## src/rtl/imem_arbiter.sv

```systemverilog
// Instruction-memory arbiter: fetch has priority, loader gets lockable bursts.
// Define IMEM_ARB_STARVE_EN to add the loader starvation guarantee (STARVE_LIMIT).
module imem_arbiter #(
  parameter int STARVE_LIMIT = 8,
  parameter int AW           = 32
) (
  input  logic          clk,
  input  logic          reset,
  input  logic          f_req,
  input  logic [AW-1:0] f_addr,
  output logic          f_gnt,
  output logic          f_valid,
  output logic [31:0]   f_rdata,
  input  logic          l_req,
  input  logic          l_we,
  input  logic          l_lock,
  input  logic [AW-1:0] l_addr,
  input  logic [31:0]   l_wdata,
  output logic          l_gnt,
  output logic          l_valid,
  output logic [31:0]   l_rdata,
  output logic          m_en,
  output logic          m_we,
  output logic [AW-1:0] m_addr,
  output logic [31:0]   m_wdata,
  input  logic [31:0]   m_rdata
);

  typedef enum logic [0:0] {IDLE = 1'b0, LOCK = 1'b1} state_t;

  localparam logic [AW-1:0] WORD_MASK = {{(AW-2){1'b1}}, 2'b00};

  if (STARVE_LIMIT < 1 || STARVE_LIMIT > 255) begin : g_bad_limit
    $error("imem_arbiter: STARVE_LIMIT must be in 1..255");
  end

  state_t        state_r;
  logic          starve_s;
  logic          rd_f_r;
  logic          rd_l_r;
  logic [31:0]   f_hold_r;
  logic [31:0]   l_hold_r;

`ifdef IMEM_ARB_STARVE_EN
  localparam logic [7:0] LIMIT = 8'(STARVE_LIMIT);
  logic [7:0] starve_cnt_r;

  assign starve_s = (starve_cnt_r == LIMIT);

  // Count consecutive denied loader cycles, saturating at the limit
  always_ff @(posedge clk) begin
    if (reset) begin
      starve_cnt_r <= 8'd0;
    end else if (l_gnt) begin
      starve_cnt_r <= 8'd0;
    end else if (l_req && (starve_cnt_r != LIMIT)) begin
      starve_cnt_r <= starve_cnt_r + 8'd1;
    end else begin
      starve_cnt_r <= starve_cnt_r;
    end
  end
`else
  assign starve_s = 1'b0;
`endif

  // Grant decision from requests and registered state
  always_comb begin
    f_gnt = 1'b0;
    l_gnt = 1'b0;
    if (reset) begin
      f_gnt = 1'b0;
      l_gnt = 1'b0;
    end else if (state_r == LOCK) begin
      l_gnt = l_req;
    end else if (starve_s && l_req) begin
      l_gnt = 1'b1;
    end else if (f_req) begin
      f_gnt = 1'b1;
    end else begin
      l_gnt = l_req;
    end
  end

  // Memory port drive; idle cycles present an all-zero bus
  always_comb begin
    m_en    = f_gnt | l_gnt;
    m_we    = l_gnt & l_we;
    m_addr  = {AW{1'b0}};
    m_wdata = 32'h0000_0000;
    if (f_gnt) begin
      m_addr = f_addr & WORD_MASK;
    end else if (l_gnt) begin
      m_addr  = l_addr & WORD_MASK;
      m_wdata = l_we ? l_wdata : 32'h0000_0000;
    end else begin
      m_addr  = {AW{1'b0}};
      m_wdata = 32'h0000_0000;
    end
  end

  // Lock state machine
  always_ff @(posedge clk) begin
    if (reset) begin
      state_r <= IDLE;
    end else begin
      case (state_r)
        IDLE:    state_r <= (l_gnt && l_lock) ? LOCK : IDLE;
        LOCK:    state_r <= l_lock ? LOCK : IDLE;
        default: state_r <= IDLE;
      endcase
    end
  end

  // Owner tag for the read issued this cycle; reset drops any pending return
  always_ff @(posedge clk) begin
    if (reset) begin
      rd_f_r <= 1'b0;
      rd_l_r <= 1'b0;
    end else begin
      rd_f_r <= f_gnt;
      rd_l_r <= l_gnt & ~l_we;
    end
  end

  assign f_valid = rd_f_r & ~reset;
  assign l_valid = rd_l_r & ~reset;

  // Remember the last returned word so the unselected side holds steady
  always_ff @(posedge clk) begin
    if (reset) begin
      f_hold_r <= 32'h0000_0000;
      l_hold_r <= 32'h0000_0000;
    end else begin
      f_hold_r <= f_valid ? m_rdata : f_hold_r;
      l_hold_r <= l_valid ? m_rdata : l_hold_r;
    end
  end

  assign f_rdata = reset ? 32'h0000_0000 : (f_valid ? m_rdata : f_hold_r);
  assign l_rdata = reset ? 32'h0000_0000 : (l_valid ? m_rdata : l_hold_r);

endmodule

```

## config.mk

```make
export PLATFORM = sky130hd
export DESIGN_NAME = imem_arbiter
export DESIGN_NICKNAME = d
export VERILOG_FILES = /design/src/rtl/imem_arbiter.sv
export SDC_FILE = /design/constraint.sdc
export NUM_CORES = 1
export LEC_CHECK = 0
export ABC_CLOCK_PERIOD_IN_PS = 1500
export CORE_MARGIN = 8
export CORE_UTILIZATION = 32
export CTS_CLUSTER_DIAMETER = 30
export DETAILED_ROUTE_END_ITERATION = 6
export PLACE_DENSITY = 0.87
export SETUP_SLACK_MARGIN = 0.5
export SLEW_MARGIN = 20
export SYNTH_ARGS = -nofsm -noshare
export SYNTH_HDL_FRONTEND = slang
export SYNTH_SLANG_ARGS = --single-unit
```

## constraint.sdc

```tcl
create_clock -name clk -period 1.5 [get_ports clk]
set_clock_uncertainty 0.05 [all_clocks]
set_input_delay 0.3 -clock clk [delete_from_list [all_inputs] [get_ports clk]]
set_output_delay 0.3 -clock clk [all_outputs]
set_load 0.03 [all_outputs]
```

==> results.sh, run 1 <==
export IMPL_cts_sinks=67
export IMPL_die_w_um=115
export IMPL_status="did not finish"
export IMPL_num_rows=36
export IMPL_lastStage="global routing"
export IMPL_groute_usage_overall=0.709
export IMPL_postGrtWorstEndpoint="m_wdata[30]"
export IMPL_cts_root_buf="clkbuf_8"
export IMPL_synth_yosys_seq_area_share=0.431
export IMPL_syn_inst=368
export IMPL_syn_area_um2=3120
export IMPL_synth_distinct_cells=19
export IMPL_ys_warn_count=0
export IMPL_firstError="[ERROR GRT-0232] Routing congestion too high. Check the congestion heatmap in the GUI."
export IMPL_dieHeight_um=115
export IMPL_hold_buffers=0
export IMPL_antenna_found_initial=3
export IMPL_cts_inserted_buffers=9
export IMPL_place_detailed_hpwl_um=12700
export IMPL_globalplace_congestion=0.841
export IMPL_num_io_pins=268
export IMPL_start_util=0.325
export IMPL_io_buffers=261
export IMPL_synth_seq_cells=67
export IMPL_grt_max_degree=38
export IMPL_cts_buffer_depth=2
export IMPL_gr_total_overflow=187
export IMPL_post_place_cells=751
export IMPL_htreeDepth=3
export IMPL_worst_endpoint_kind="output port"
export IMPL_synth_avg_cell_area_um2=8.47
==> cell usage after synthesis, drive strengths merged <==
| cell | instances | area share |
|---|---|---|
| nor2 | 68 | 0.082 |
| conb | 1 | 0.0012 |
| nor3b | 2 | 0.0048 |
| nand3 | 30 | 0.048 |
| and3 | 1 | 0.0020 |
| buf | 25 | 0.048 |
| nand2 | 31 | 0.037 |
| clkbuf | 10 | 0.012 |
| and2 | 31 | 0.062 |
| mux2i | 64 | 0.21 |
| inv | 1 | 0.0012 |
| dfxtp | 67 | 0.43 |
| a21oi | 31 | 0.050 |
| nor3 | 1 | 0.0052 |
| nand2b | 1 | 0.0020 |
| nor2b | 4 | 0.0080 |
==> routing by layer <==
metal / GRT overflow / global-route usage
met1: 1 / 0.675
met2: 121 / 0.925
met3: 0 / 0.504
met4: 65 / 0.809
met5: 0 / 0
==> per-stage QoR <==
stage,setup WS [ns],area [µm²],hold WS (ns),util,TNS [ns]
after floorplan,-0.0832,5120,0.314,-,-0.661
after global placement,-0.550,7760,0.464,0.809,-38.78
after detailed placement,-0.629,7760,0.470,0.809,-42.68
after CTS,-0.434,9040,0.235,0.942,-48.61
==> cell families after synthesis <==
family	Yosys count	synth area share
multiplexers	64	0.206
AND/OR/NAND/NOR	169	0.252
AO/OA/AOI/OAI	31	0.0498
buffers and inverters	36	0.0610
flip-flops	67	0.431
other	1	0.00120
==> timing repair <==
action                     in CTS
setup endpoints to repair     198
buffers inserted               25
cloned                          9
resized for setup             175
pin swaps                      36
==> run 2, diff against run 1 <==
CTS_CLUSTER_DIAMETER = default   (was 30)
PLACE_DENSITY = default   (was 0.87)
PLACE_DENSITY_LB_ADDON = 0.15   (was default)
SETUP_SLACK_MARGIN = default   (was 0.5)
==> run 2 against run 1 <==
Effect of this change: the flow now finishes, with violations (negative setup slack); synthesized cell count stayed put; synthesized area stayed put.
==> results.sh, run 2 <==
export IMPL_yosys_area_top_type="dfxtp_1"
export IMPL_setup_violations=131
export IMPL_start_util=0.325
export IMPL_cts_tree="built"
export IMPL_synth_yosys_seq_area_share=0.431
export IMPL_drive_gt1_frac=0.583
export IMPL_synth_compound_area_frac=0.0498
export IMPL_hold_buffers=0
export IMPL_routedWlPerCell_um=19.8
export IMPL_syn2layout_area_growth_pct=152
export IMPL_drt_iter0_markers=115
export IMPL_synth_distinct_cells=19
export IMPL_cts_sinks=67
export IMPL_rsz0062_at_grt="yes"
export IMPL_num_rows=36
export IMPL_synth_xor_area_share=0
export IMPL_synth_edff_count=0
export IMPL_status="finished, violations left"
export IMPL_globalplace_congestion=0.824
export IMPL_place_detailed_hpwl_um=10800
export IMPL_clock_fmax_mhz=533
export IMPL_antenna_found_initial=1
export IMPL_synthTopCellsByArea="dfxtp_1, mux2i_1, nor2_1"
export IMPL_path_clk_slew_ns=0.07
export IMPL_synth_top_family_by_area="simple AND/OR/NAND/NOR gates"
export IMPL_async_reset_ff_frac=0
export IMPL_fin_hold_ws_ns=0.367
export IMPL_most_common_layout_cells="clkdlybuf4s50_1, buf_6, dfxtp_1"
export IMPL_cp_end_kind="primary output"
export IMPL_nFillCells=551
export IMPL_fin_nets=789
export IMPL_clk_latency_ns=0.33
export IMPL_drv_cap=0
export IMPL_grt_max_degree=39
export IMPL_drt_wl_total_um=15700
export IMPL_synth_most_common_cell="nor2_1"
export IMPL_syn_inst=368
export IMPL_p_per_area_nw_per_um2=689
export IMPL_synth_avg_cell_area_um2=8.47
export IMPL_dr_pass1_iters=4
export IMPL_hold_viol=0
export IMPL_num_vias=3763
export IMPL_htreeDepth=3
export IMPL_p_leak_nw=3.04
export IMPL_period_share=1.25
export IMPL_crit_required_ns=1.15
export IMPL_cts_inserted_buffers=9
export IMPL_violations="negative setup slack"
export IMPL_yosys_area_share_simple=0.252
export IMPL_cts_buffer_depth=2
export IMPL_synth_commonest_cells="nor2_1, dfxtp_1, mux2i_1"
export IMPL_setup_ws_ns=-0.376
export IMPL_syn_area_um2=3120
export IMPL_top_regs="f_hold_r: 32 flops, l_hold_r: 32 flops"
export IMPL_grt_pass1_wl_um=23000
export IMPL_critPathKind="flop to primary output"
export IMPL_num_io_pins=268
export IMPL_synth_top_area_frac=0.431
export IMPL_drtAntennaViolNets=0
export IMPL_drc_errors=0
export IMPL_synthFlopType="dfxtp_1"
export IMPL_vdd_drop_max_mv=0.567
export IMPL_die_area_um2=13100
export IMPL_groute_usage_overall=0.229
export IMPL_synth_seq_cells=67
export IMPL_die_w_um=115
export IMPL_routed_via_density=4.74
export IMPL_mostFrequentLayoutCell="clkdlybuf4s50_1"
export IMPL_min_path_type="primary input to flop"
export IMPL_synth_mux_area_frac=0.206
export IMPL_ys_warn_count=0
export IMPL_critical_path_max_fanout=8
export IMPL_dpl_worst_slack_ns=-0.608
export IMPL_min_period_ns=1.88
export IMPL_core_um2=9590
export IMPL_grt_pass1_vias=4166
export IMPL_finalMaxSlewViolations=0
export IMPL_crit_arrival_ns=1.53
export IMPL_synthAdderAreaFrac=0
export IMPL_dieHeight_um=115
export IMPL_cts_root_buf="clkbuf_8"
export IMPL_cp_start_kind="flop"
export IMPL_gr_total_overflow=0
export IMPL_io_buffers=261
[run 2: cell counts after synthesis]
Identical to the previous run, type by type.
[run 2: final cells by class]
| cell class | count | area [µm²] | share of cell area |
|---|---|---|---|
| Timing Repair Buffer | 310 | 3620 | 0.461 |
| Inverter | 1 | 3.75 | 0.000477 |
| Clock buffer | 11 | 151 | 0.0193 |
| Antenna cell | 1 | 2.50 | 0.000318 |
| Clock inverter | 5 | 83.8 | 0.0107 |
| Sequential cell | 67 | 1350 | 0.172 |
| Tap cell | 133 | 166 | 0.0212 |
| Multi-Input combinational cell | 266 | 2480 | 0.315 |
[run 2: metrics by stage]
stage	utilization	setup TNS (ns)	area, µm²	instances	power, W
global placement	0.659	-33.81	6320	748	0.00333
finish	0.820	-36.45	7860	794	0.00541
global route	0.820	-45.28	7860	794	0.00562
detailed placement	0.659	-36.19	6320	748	0.00335
floorplan	-	-2.96	3540	369	0.00262
CTS	0.788	-41.44	7560	789	0.00535
[run 2: power by group]
group          internal (W)  total (W)  switching [W]
Clock               0.00103    0.00174       0.000705
Combinational      0.000948    0.00180       0.000854
Sequential          0.00184    0.00187      0.0000336
[run 2: repair_timing]
action                                  in CTS  in global routing
pin swaps                                   14                 13
endpoints found under the setup margin     132                132
buffers inserted                            14                 13
cloned                                      11                  0
gates resized for setup                    170                 88
[run 2: final timing paths]
kind	from	end	slack, ns	depth (start not counted)
setup / recovery	state_r$_SDFF_PP0_	m_addr[19]	-0.38	6
hold / removal	l_we	rd_l_r$_SDFF_PP0_	0.37	3
hold reg to reg	f_hold_r[17]$_DFF_P_	f_hold_r[17]$_DFF_P_	0.48	2
setup reg to reg	rd_l_r$_SDFF_PP0_	l_hold_r[22]$_DFF_P_	0.11	6
[run 2: logic make-up (layout without fill, tap and decap cells)]
group	after synthesis	count (layout)
simple gates	169	169
flops	67	67
mux	64	64
buf+inv	36	327
compound gates	31	31
other cells	1	3
[run 2: critical path, stage by stage, from the launching register on]
cell	delay, ns
dfxtp_4	0.36
nor2b_4	0.18
buf_6	0.16
buf_16	0.12
nand2_1	0.06
a21oi_2	0.16
buf_6	0.15
[run 2: metal layers]
layer  GRT usage  share of wire  up-vias
li1            -              -     1793
met2       0.428           0.55      152
met5           0              0        -
met1       0.212           0.34     1779
met4      0.0985          0.036        0
met3      0.0965          0.080       39
Power figures use the tool's default switching activity.
==> run 3, diff against run 2 <==
ABC_CLOCK_PERIOD_IN_PS = 2100   (was 1500)
clock period = 2.1 ns   (was 1.5 ns; I/O delays follow)
==> run 3 against run 2 <==
Effect of this change: the run now ends clean; final area shrank 16%; die area unchanged; largest power group unchanged; sequential share of layout area is 3.1 points higher; combinational power decreased by 41%; worst setup slack gained 0.39 ns; cell count is 2.0% lower; total power fell by 36%; global-route usage fell by 1.4 points; largest cell class unchanged; clock-buffer cell count is the same.
==> results.sh, run 3 (same netlist as run 2, synthesis figures left out) <==
export IMPL_drv_cap=0
export IMPL_nFillCells=735
export IMPL_internal_power_w=0.00245
export IMPL_io_buffers=261
export IMPL_cpMaxStageDelayCell="dfxtp_2"
export IMPL_utilization=0.691
export IMPL_grt_max_degree=65
export IMPL_cts_tree="built"
export IMPL_groute_usage_overall=0.215
export IMPL_critical_path_max_fanout=7
export IMPL_hold_start="reset"
export IMPL_hold_buffers=0
export IMPL_dieHeight_um=115
export IMPL_critical_path_cell_chain="nor2b_4, buf_4, buf_4, nand2_1, a21oi_1, buf_4"
export IMPL_drtAntennaViolNets=0
export IMPL_drt_iter0_markers=193
export IMPL_whs_path_depth=2
export IMPL_core_um2=9590
export IMPL_cpMostUsedCell="buf_4"
export IMPL_cts_root_buf="clkbuf_8"
export IMPL_power_w=0.00345
export IMPL_whs_endpoint="f_hold_r[23]$_DFF_P_"
export IMPL_critical_path_buf_inv_count=3
export IMPL_r2r_slack_ns=0.91
export IMPL_cp_end_kind="primary output"
export IMPL_final_cells=778
export IMPL_p_per_area_nw_per_um2=520
export IMPL_routedWlPerCell_um=19.3
export IMPL_crit_required_ns=1.63
export IMPL_die_w_um=115
export IMPL_min_period_ns=2.08
export IMPL_setup_violations=0
export IMPL_fin_nets=774
export IMPL_p_leak_nw=2.80
export IMPL_drc_errors=0
export IMPL_dr_pass1_iters=4
export IMPL_grt_pass1_vias=3778
export IMPL_clk_latency_ns=0.34
export IMPL_place_detailed_hpwl_um=11300
export IMPL_crit_arrival_ns=1.61
export IMPL_most_common_layout_cells="clkdlybuf4s50_1, buf_4, nor2_1"
export IMPL_syn2layout_area_growth_pct=113
export IMPL_clock_fmax_mhz=480
export IMPL_num_io_pins=268
export IMPL_reg2reg_to="l_hold_r[8]$_DFF_P_"
export IMPL_status="complete, no violations"
export IMPL_die_area_um2=13100
export IMPL_htreeDepth=3
export IMPL_clock_power_share=0.304
export IMPL_cp_start_kind="flop"
export IMPL_finalMaxSlewViolations=0
export IMPL_globalplace_congestion=0.902
export IMPL_top_regs="f_hold_r: 32 flops, l_hold_r: 32 flops"
export IMPL_rr_worst_depth=3
export IMPL_path_clk_slew_ns=0.07
export IMPL_gr_total_overflow=0
export IMPL_rsz0062_at_grt="yes"
export IMPL_antenna_found_initial=0
export IMPL_pwr_share_comb=0.310
export IMPL_hold_viol=0
export IMPL_min_path_type="primary input to flop"
export IMPL_routed_via_density=4.65
export IMPL_period_share=0.992
export IMPL_critPathKind="flop to primary output"
export IMPL_cts_buffer_depth=2
export IMPL_path_delay_family="buffers and inverters"
export IMPL_vdd_drop_max_mv=0.509
export IMPL_drive_gt1_frac=0.353
export IMPL_diodes=0
export IMPL_max_stage_delay_ns=0.34
export IMPL_num_vias=3615
export IMPL_mostFrequentLayoutCell="clkdlybuf4s50_1"
export IMPL_grt_pass1_wl_um=21600
export IMPL_p_sw_w=0.000996
export IMPL_start_util=0.325
export IMPL_post_place_cells=751
export IMPL_cts_inserted_buffers=9
export IMPL_drt_wl_total_um=15000
export IMPL_swShare=0.289
export IMPL_power_frac_seq=0.386
export IMPL_num_rows=36
export IMPL_rr_startpoint="rd_l_r$_SDFF_PP0_"
export IMPL_cts_sinks=67
==> run 3: worst max path at each step <==
stage | from | to | slack [ns] | cells past startpoint
finish | state_r$_SDFF_PP0_ | m_addr[19] | 0.02 | 6
global route | state_r$_SDFF_PP0_ | m_addr[19] | -0.07 | 6
CTS | f_req | m_wdata[15] | -0.002 | 8
detailed placement | f_req | m_addr[17] | -0.28 | 7
global placement | f_req | m_addr[17] | -0.26 | 7
floorplan | f_req | m_wdata[30] | 0.07 | 4
==> run 3: area by class of cell <==
class / count / area (µm²) / share of cell area
repair buffers: 295 / 3180 / 0.479
clock buffers: 11 / 141 / 0.0213
inverters: 1 / 3.75 / 0.000566
multi-input cells: 266 / 1740 / 0.263
well taps: 133 / 166 / 0.0251
flip-flops and latches: 67 / 1350 / 0.203
clock inverters: 5 / 52.6 / 0.00793
==> run 3: power groups by stage <==
stage	clock, W	combinational (W)	sequential, W
global placement	0	0.000959	0.00136
global route	0.00114	0.00112	0.00133
CTS	0.00109	0.00105	0.00133
finish	0.00105	0.00107	0.00133
detailed placement	0	0.000973	0.00136
floorplan	0	0.000435	0.00135
==> run 3: stage by stage <==
step	hold slack (ns)	TNS, ns	worst slack [ns]	instance area [µm²]
floorplan	0.442	0	0.0716	3120
global placement	0.442	-7.91	-0.259	5980
detailed placement	0.451	-9.70	-0.279	5980
CTS	0.303	-0.00436	-0.00173	6540
global route	0.328	-1.61	-0.0665	6630
finish	0.326	0	0.0159	6630
==> run 3: routing by layer <==
layer / track usage / part of all wire / up-vias
met4: 0.0887 / 0.027 / 0
met2: 0.387 / 0.52 / 158
met1: 0.220 / 0.36 / 1675
li1: - / - / 1756
met3: 0.0791 / 0.093 / 26
met5: 0 / 0 / -
==> run 3: timing repair <==
action                     in CTS  in global routing
cloned                          4                  0
pin swaps                       8                  6
buffers inserted               10                  0
gates resized for setup        50                 46
setup endpoints to repair      66                 84
